<file path="src/rtl/kmu_cta_dispatcher.sv">
// kmu_cta_dispatcher: walks a launched grid x-fastest and deals CTAs round-robin to cores under per-core credits
module kmu_cta_dispatcher #(
    parameter int NUM_CORES         = 4,
    parameter int XLEN              = 32,
    parameter int CTA_W             = 16,
    parameter int MAX_CTAS_PER_CORE = 2
) (
    input  logic                     clk,
    input  logic                     reset_n,
    input  logic                     launch_valid,
    output logic                     launch_ready,
    input  logic [31:0]              launch_num_warps,
    input  logic [XLEN-1:0]          launch_start_pc,
    input  logic [XLEN-1:0]          launch_param,
    input  logic [CTA_W-1:0]         launch_grid_x,
    input  logic [CTA_W-1:0]         launch_grid_y,
    input  logic [CTA_W-1:0]         launch_grid_z,
    output logic [NUM_CORES-1:0]     task_valid,
    input  logic [NUM_CORES-1:0]     task_ready,
    output logic [160+2*XLEN-1:0]    task_data,
    input  logic [NUM_CORES-1:0]     core_done,
    output logic                     busy,
    output logic                     kernel_done,
    output logic                     err_spurious
);
    localparam int TW = 3 * CTA_W;
    localparam int DW = 160 + 2 * XLEN;
    localparam int CW = $clog2(MAX_CTAS_PER_CORE + 1);
    localparam int PW = NUM_CORES > 1 ? $clog2(NUM_CORES) : 1;

    typedef enum logic [1:0] {IDLE, DISPATCH, DRAIN, DONE} state_t;

    state_t               state;
    logic [31:0]          num_warps;
    logic [XLEN-1:0]      start_pc;
    logic [XLEN-1:0]      param;
    logic [CTA_W-1:0]     gx, gy, gz;
    logic [CTA_W-1:0]     cx, cy, cz;
    logic [31:0]          cid;
    logic [TW-1:0]        total, issued, retired;
    logic [CW-1:0]        credit   [NUM_CORES];
    logic [CW-1:0]        cred_nxt [NUM_CORES];
    logic [PW-1:0]        rr_ptr, rr_nxt, idx;
    logic [NUM_CORES-1:0] hs_vec, dec, sel_oh;
    logic [TW-1:0]        ndone;
    logic                 hs, last, x_last, y_last, dim_zero;
    logic [CTA_W-1:0]     nx, ny, nz;

    function automatic logic [DW-1:0] pack(input logic [31:0] w, input logic [XLEN-1:0] pc, input logic [XLEN-1:0] p,
                                           input logic [CTA_W-1:0] x, input logic [CTA_W-1:0] y,
                                           input logic [CTA_W-1:0] z, input logic [31:0] id);
        return {w, pc, p, 32'(x), 32'(y), 32'(z), id};
    endfunction

    assign launch_ready = state == IDLE;
    assign busy         = state != IDLE;
    assign hs           = |hs_vec;
    assign last         = issued + TW'(1) == total;
    assign x_last       = cx == gx - CTA_W'(1);
    assign y_last       = cy == gy - CTA_W'(1);
    assign nx           = x_last ? '0 : cx + CTA_W'(1);
    assign ny           = x_last ? (y_last ? '0 : cy + CTA_W'(1)) : cy;
    assign nz           = x_last && y_last ? cz + CTA_W'(1) : cz;
    assign dim_zero     = launch_grid_x == '0 || launch_grid_y == '0 || launch_grid_z == '0;

    // Eligibility uses post-update credits so a core filled by this cycle's handshake is skipped.
    always_comb begin
        int j;
        hs_vec = task_valid & task_ready;
        rr_nxt = rr_ptr;
        ndone  = '0;
        sel_oh = '0;
        idx    = '0;
        for (int i = 0; i < NUM_CORES; i++) begin
            dec[i]      = core_done[i] && credit[i] != '0;
            cred_nxt[i] = credit[i] + CW'(hs_vec[i]) - CW'(dec[i]);
            ndone       = ndone + TW'(dec[i]);
            if (hs_vec[i]) rr_nxt = i == NUM_CORES - 1 ? '0 : PW'(i + 1);
        end
        for (int k = 0; k < NUM_CORES; k++) begin
            j   = int'(rr_nxt) + k;
            idx = PW'(j >= NUM_CORES ? j - NUM_CORES : j);
            if (sel_oh == '0 && int'(cred_nxt[idx]) < MAX_CTAS_PER_CORE) sel_oh[idx] = 1'b1;
        end
    end

    always_ff @(posedge clk or negedge reset_n) begin
        if (!reset_n) begin
            state        <= IDLE;
            task_valid   <= '0;
            task_data    <= '0;
            kernel_done  <= 1'b0;
            err_spurious <= 1'b0;
            num_warps    <= '0;
            start_pc     <= '0;
            param        <= '0;
            gx           <= '0;
            gy           <= '0;
            gz           <= '0;
            cx           <= '0;
            cy           <= '0;
            cz           <= '0;
            cid          <= '0;
            total        <= '0;
            issued       <= '0;
            retired      <= '0;
            credit       <= '{default: '0};
            rr_ptr       <= '0;
        end else begin
            credit       <= cred_nxt;
            rr_ptr       <= rr_nxt;
            retired      <= retired + ndone;
            err_spurious <= err_spurious | |(core_done & ~dec);
            kernel_done  <= state == DONE;
            case (state)
                IDLE: if (launch_valid) begin
                    num_warps <= launch_num_warps;
                    start_pc  <= launch_start_pc;
                    param     <= launch_param;
                    gx        <= launch_grid_x;
                    gy        <= launch_grid_y;
                    gz        <= launch_grid_z;
                    total     <= TW'(launch_grid_x) * TW'(launch_grid_y) * TW'(launch_grid_z);
                    issued    <= '0;
                    retired   <= '0;
                    cx        <= '0;
                    cy        <= '0;
                    cz        <= '0;
                    cid       <= '0;
                    if (dim_zero) state <= DONE;
                    else begin
                        state      <= DISPATCH;
                        task_valid <= sel_oh;
                        task_data  <= pack(launch_num_warps, launch_start_pc, launch_param, '0, '0, '0, '0);
                    end
                end
                DISPATCH: if (hs) begin
                    issued <= issued + TW'(1);
                    cx     <= nx;
                    cy     <= ny;
                    cz     <= nz;
                    cid    <= cid + 32'd1;
                    if (last) begin
                        task_valid <= '0;
                        state      <= DRAIN;
                    end else begin
                        task_valid <= sel_oh;
                        task_data  <= pack(num_warps, start_pc, param, nx, ny, nz, cid + 32'd1);
                    end
                end else if (task_valid == '0) begin
                    task_valid <= sel_oh;
                    task_data  <= pack(num_warps, start_pc, param, cx, cy, cz, cid);
                end
                DRAIN: if (retired == total) state <= DONE;
                default: state <= IDLE;
            endcase
        end
    end
endmodule

</file>
<file path="config.mk">
export PLATFORM = sky130hd
export DESIGN_NAME = kmu_cta_dispatcher
export DESIGN_NICKNAME = d
export VERILOG_FILES = /design/src/rtl/kmu_cta_dispatcher.sv
export SDC_FILE = /design/constraint.sdc
export NUM_CORES = 2
export LEC_CHECK = 0
export ABC_AREA = 1
export ABC_CLOCK_PERIOD_IN_PS = 3510
export CORE_ASPECT_RATIO = 0.75
export CORE_UTILIZATION = 30
export CTS_CLUSTER_SIZE = 24
export DETAILED_ROUTE_END_ITERATION = 16
export HOLD_SLACK_MARGIN = 0.06
export PLACE_DENSITY = 0.59
export SLEW_MARGIN = 5
export SYNTH_ARGS = -nofsm -noshare
export SYNTH_HDL_FRONTEND = slang
export SYNTH_SLANG_ARGS = --single-unit
</file>
<file path="constraint.sdc">
create_clock -name clk -period 3.51 [get_ports clk]
set_input_delay 0.351 -clock clk [delete_from_list [all_inputs] [get_ports clk]]
set_output_delay 0.351 -clock clk [all_outputs]
set_load 0.05 [all_outputs]
</file>
# == Word level (Yosys, flattened, before mapping) ==
# Cells that the tools add are included.
# word_totals
register_bits,594
output_inout_bits,232
# op_classes
addsub,26
mul,2
n_lt_le_gt_ge,20
n_eq_ne,14
mux,69
bitwise_logic,11
n_reduce_logical,35
# op_table
cell,count
$mux W224,5
$pmux W224 S2,1
$mux W48,4
$mux W16,8
$eq A48 B48 Y1,2
$pmux W16 S2,3
$pmux W48 S2,1
$mux W32,2
$pmux W32 S2,1
$add A16 B1 Y16 const B,3
$add A48 B1 Y48 const B,1
$add A48 B4 Y48,1
$logic_not A16 Y1,3
$mul A32 B16 Y48,1
$mux W2,21
$mux W4,9
$add A32 B1 Y32 const B,1
$eq A16 B16 Y1,2
$mul A16 B16 Y32,1
$sub A16 B1 Y16 const B,2
$ge A3 B3 Y1 const B,7
$bmux W2 S2,4
$logic_not A4 Y1,4
$logic_and A1 B1 Y1,12
other kinds (33),78

# == Longest topological paths before layout ==
# depth
depth_word,25
ltp_mapped,53
depth_no_buf,52

# == Worst setup path after synthesis ==
# Ideal clock, no wire load.
# synth_timing
path_type,input port to flip-flop
from,in launch_grid_x[14]
to,reg total[41]
t_arrival_ps,10769
setup_slack_ps,-7391
path_stages,49
n_path_buf,3
cell_sequence,clkbuf_1 > clkbuf_1 > nand2_1 > fa_1 > fa_1 > inv_1 > fa_1 > inv_1 > fa_1 > fa_1 > fa_1 > inv_1 > ha_1 > nand2_1 > inv_1 > nand3_1 > nor3_1 > a21oi_1 > (+13 left out) > fa_1 > inv_1 > fa_1 > inv_1 > ha_1 > nand2_1 > inv_1 > a21oi_1 > inv_1 > a21oi_1 > o21ai_0 > a21oi_1 > o21ai_0 > nand2_1 > nand3_1 > or2_2 > nand3_1 > o21ai_0
# synth_between
elab_chain_cells,2
# synth_lines
element,line,rtl
"start, declared",15,"input logic [CTA_W-1:0] launch_grid_x,"
$mul A16 B16 Y32,123,total <= TW'(launch_grid_x) * TW'(launch_grid_y) * TW'(launch_grid_z);
$mul A32 B16 Y48,123,
"end signal, assigned",123,
"end, declared",40,"logic [TW-1:0] total, issued, retired;"
# No other way between the ends.
# A chain may end at the register's enable or synchronous reset.

# == Worst setup path in the final report ==
# layout_timing
from,in launch_grid_x[8]
to,reg total[47]
# The elaborated chain is that of the path after synthesis.

==> results.py <==
metrics = {
    "placed_design": {
        "port_buffers": 338,
        "dp_hpwl_um": 155000,
        "dpl_worst_slack_ps": -7970,
        "dpl_cell_area_um2": 66900,
        "globalplace.congestion": 0.970,
        "dp.cells": 10200,
    },
    "layout": {
        "layout_commonest_cell": "nand2_1",
        "post-route-cell-area_um2": 75100,
        "fill_cells": 17800,
        "final_cell_count_no_fill": 10500,
        "area_delta_synth_final_pct": 37.5,
        "multiInputGateArea_um2": 39400,
        "layout_common_cells": "nand2_1, inv_1, buf_4",
        "drive_gt1_share_pct": 23.7,
        "ff_latch_area_um2": 13700,
        "nets": 9128,
    },
    "grt": {
        "grt_max_degree": 182,
        "grt_pass1_wl_um": 307000,
        "grt-ovfl-total": 0,
        "grt_pass1_vias": 51500,
        "grt_antenna_before_repair": 3,
        "grtUsageTotal_pct": 21.4,
    },
    "setup_path": {
        "ff2ff_path_depth": 21,
        "cp_max_fo": 6,
        "worstPathRequired_ps": 4050,
        "arrival_ps": 10690,
        "cp_slowest_stage_delay_ps": 580,
        "r2r_end": "retired[42]",
        "start_kind": "input pin",
        "ff2ff_setup_slack_ps": -370,
        "r2r_start": "credit[3]",
        "cp_slowest_cell": "fa_1",
        "end_kind": "flip-flop",
        "path_class": "input pin to flip-flop",
    },
    "clock_tree": {
        "htree_levels": 2,
        "numCtsBuffers": 55,
        "max-clock-path-buffers": 3,
        "cts_tree": "built",
        "clk_latency_ps": 660,
        "clk_pin_slew_ps": 60,
        "cts_sinks": 546,
        "clockRootBuffer": "clkbuf_16",
    },
    "logic_synthesis": {
        "synth_top_area_share_pct": 25.0,
        "yosysWarnings": 0,
        "synth_area_per_cell_um2": 7.72,
        "synth.distinct_cells": 57,
        "yosysSeqAreaShare_pct": 25.0,
        "ys.flop_type": "dfrtp_1",
        "syn_area_um2": 54600,
        "synthCells": 7070,
        "synth_seq_cells": 546,
        "synth_top_area_cell": "dfrtp_1",
        "synth-edff-count": 0,
        "synth.area.top_cells": "dfrtp_1, fa_1, nand2_1",
        "async_flop_share_pct": 100,
    },
    "die": {
        "start_util_pct": 30.2,
        "io_pins": 387,
        "core_um2": 181000,
        "dieArea_um2": 184000,
        "chipWidth_um": 495,
        "fp.dieH_um": 371,
        "num_rows": 135,
    },
    "routing": {
        "drt-total-wl_um": 200000,
        "vias": 51100,
        "drc_errors": 0,
        "viasPerCell": 4.84,
        "drt_first_pass_iters": 6,
        "ant_nets": 0,
        "drt_iter0_markers": 4018,
        "wl_per_cell_um": 19.0,
    },
    "sta": {
        "finalCriticalPeriod_ps": 10150,
        "fmax_mhz": 98.5,
        "period_share_pct": 289,
        "grt_setup_unrepaired": "yes",
        "setup_ws_ps": -6640,
        "slew_violations": 0,
        "max_slew_margin_pct": 14.2,
        "tns_ps": -255690,
        "tightest_slew_ps": 1290,
        "hold_viol": 0,
        "setup_viol": 47,
        "fin_skew_ps": 46.6,
    },
    "min_path": {
        "holdPathStages": 4,
        "hp-start": "launch_grid_y[6]",
        "min_path_type": "input pin to flip-flop",
        "whs_endpoint": "gy[6]",
    },
    "status": {
        "violations": "negative setup slack",
        "status": "finished with violations",
    },
    "job": {
        "drv_cap": 0,
    },
}
-- layout make-up --
| class | instances | share of cell area, % |
|---|---|---|
| diodes | 2 | 0.00667 |
| clock buffers | 76 | 2.09 |
| repair inverters | 1 | 0.00667 |
| inverters | 1181 | 6.03 |
| clock inverters | 24 | 0.527 |
| flip-flops and latches | 546 | 18.2 |
| repair buffers | 1278 | 16.7 |
| multi-input cells | 5043 | 52.4 |
| well taps | 2397 | 4.00 |
-- worst max-delay path, delay by kind of cell --
kind            cells  cell delay (ps)
simple gates       10             1150
buf+inv            13              980
compound gates     10             1570
fa+ha+maj          14             6650
-- per-stage QoR --
stage / hold WS [ps] / utilization [%]
floorplan: 55.4 / -
global placement: 452 / 37.0
detailed placement: 454 / 37.0
CTS: 89.6 / 40.4
global route: 143 / 41.5
finish: 132 / 41.5
-- cell families after synthesis --
family | share of synthesized area (%)
simple gates | 23.7
xor+xnor | 3.32
flops | 25.0
buf+inv | 11.0
compound gates | 6.92
mux | 1.70
other cells | 0.00687
fa+ha+maj | 28.3
-- repair_timing --
action | CTS | global route
hold buffers | 1 | 0
setup buffers | 186 | 72
endpoints found under the setup margin | 125 | 235
cloned | 14 | 1
endpoints found under the hold margin | 77 | 0
gates resized for setup | 812 | 430
pin swaps | 380 | 302
-- cell usage after synthesis (37+ instances only) --
cell,n
nor4_1,53
clkbuf_1,225
dfrtp_1,546
fa_1,615
nand2_1,2085
or2_2,79
xor2_1,152
o21ai_1,99
xnor2_1,47
a21oi_1,149
buf_4,67
a31oi_1,37
inv_1,1166
o21ai_0,236
o22ai_1,116
nand4_1,60
ha_1,252
nor3_1,85
nand3_1,267
nor2_1,470
mux2i_1,93
-- sequential cells by signal, indices dropped and copies added, names as in the netlist, 32 cells and up --
| signal | flops |
|---|---|
| task_data | 176 |
| issued | 48 |
| retired | 48 |
| total | 48 |
| cid | 32 |
| num_warps | 32 |
| param | 32 |
| start_pc | 32 |
-- metal layers --
| layer | vias to the layer above | GRT usage (%) | wire length [um] |
|---|---|---|---|
| met5 | - | 0 | 0 |
| met4 | 0 | 3.70 | 4000 |
| met3 | 237 | 4.75 | 15700 |
| met2 | 1604 | 32.8 | 88400 |
| met1 | 25400 | 30.9 | 92300 |
| li1 | 23800 | - | - |
-- worst max-delay path by stage --
stage,startpoint,endpoint,slack [ps],cells after the start
after global placement,launch_grid_x[1],total[37],-7910,48
after CTS,launch_grid_x[8],total[37],-6620,45
after floorplan,launch_grid_x[6],total[44],-6600,47
after global routing,launch_grid_x[8],total[37],-6950,48
after detailed placement,launch_grid_x[1],total[37],-7970,48
final,launch_grid_x[8],total[47],-6640,47
Power is left out: the tool's default activity adds up to more than one toggle a clock period on the data nets, which glitch-free logic cannot reach.
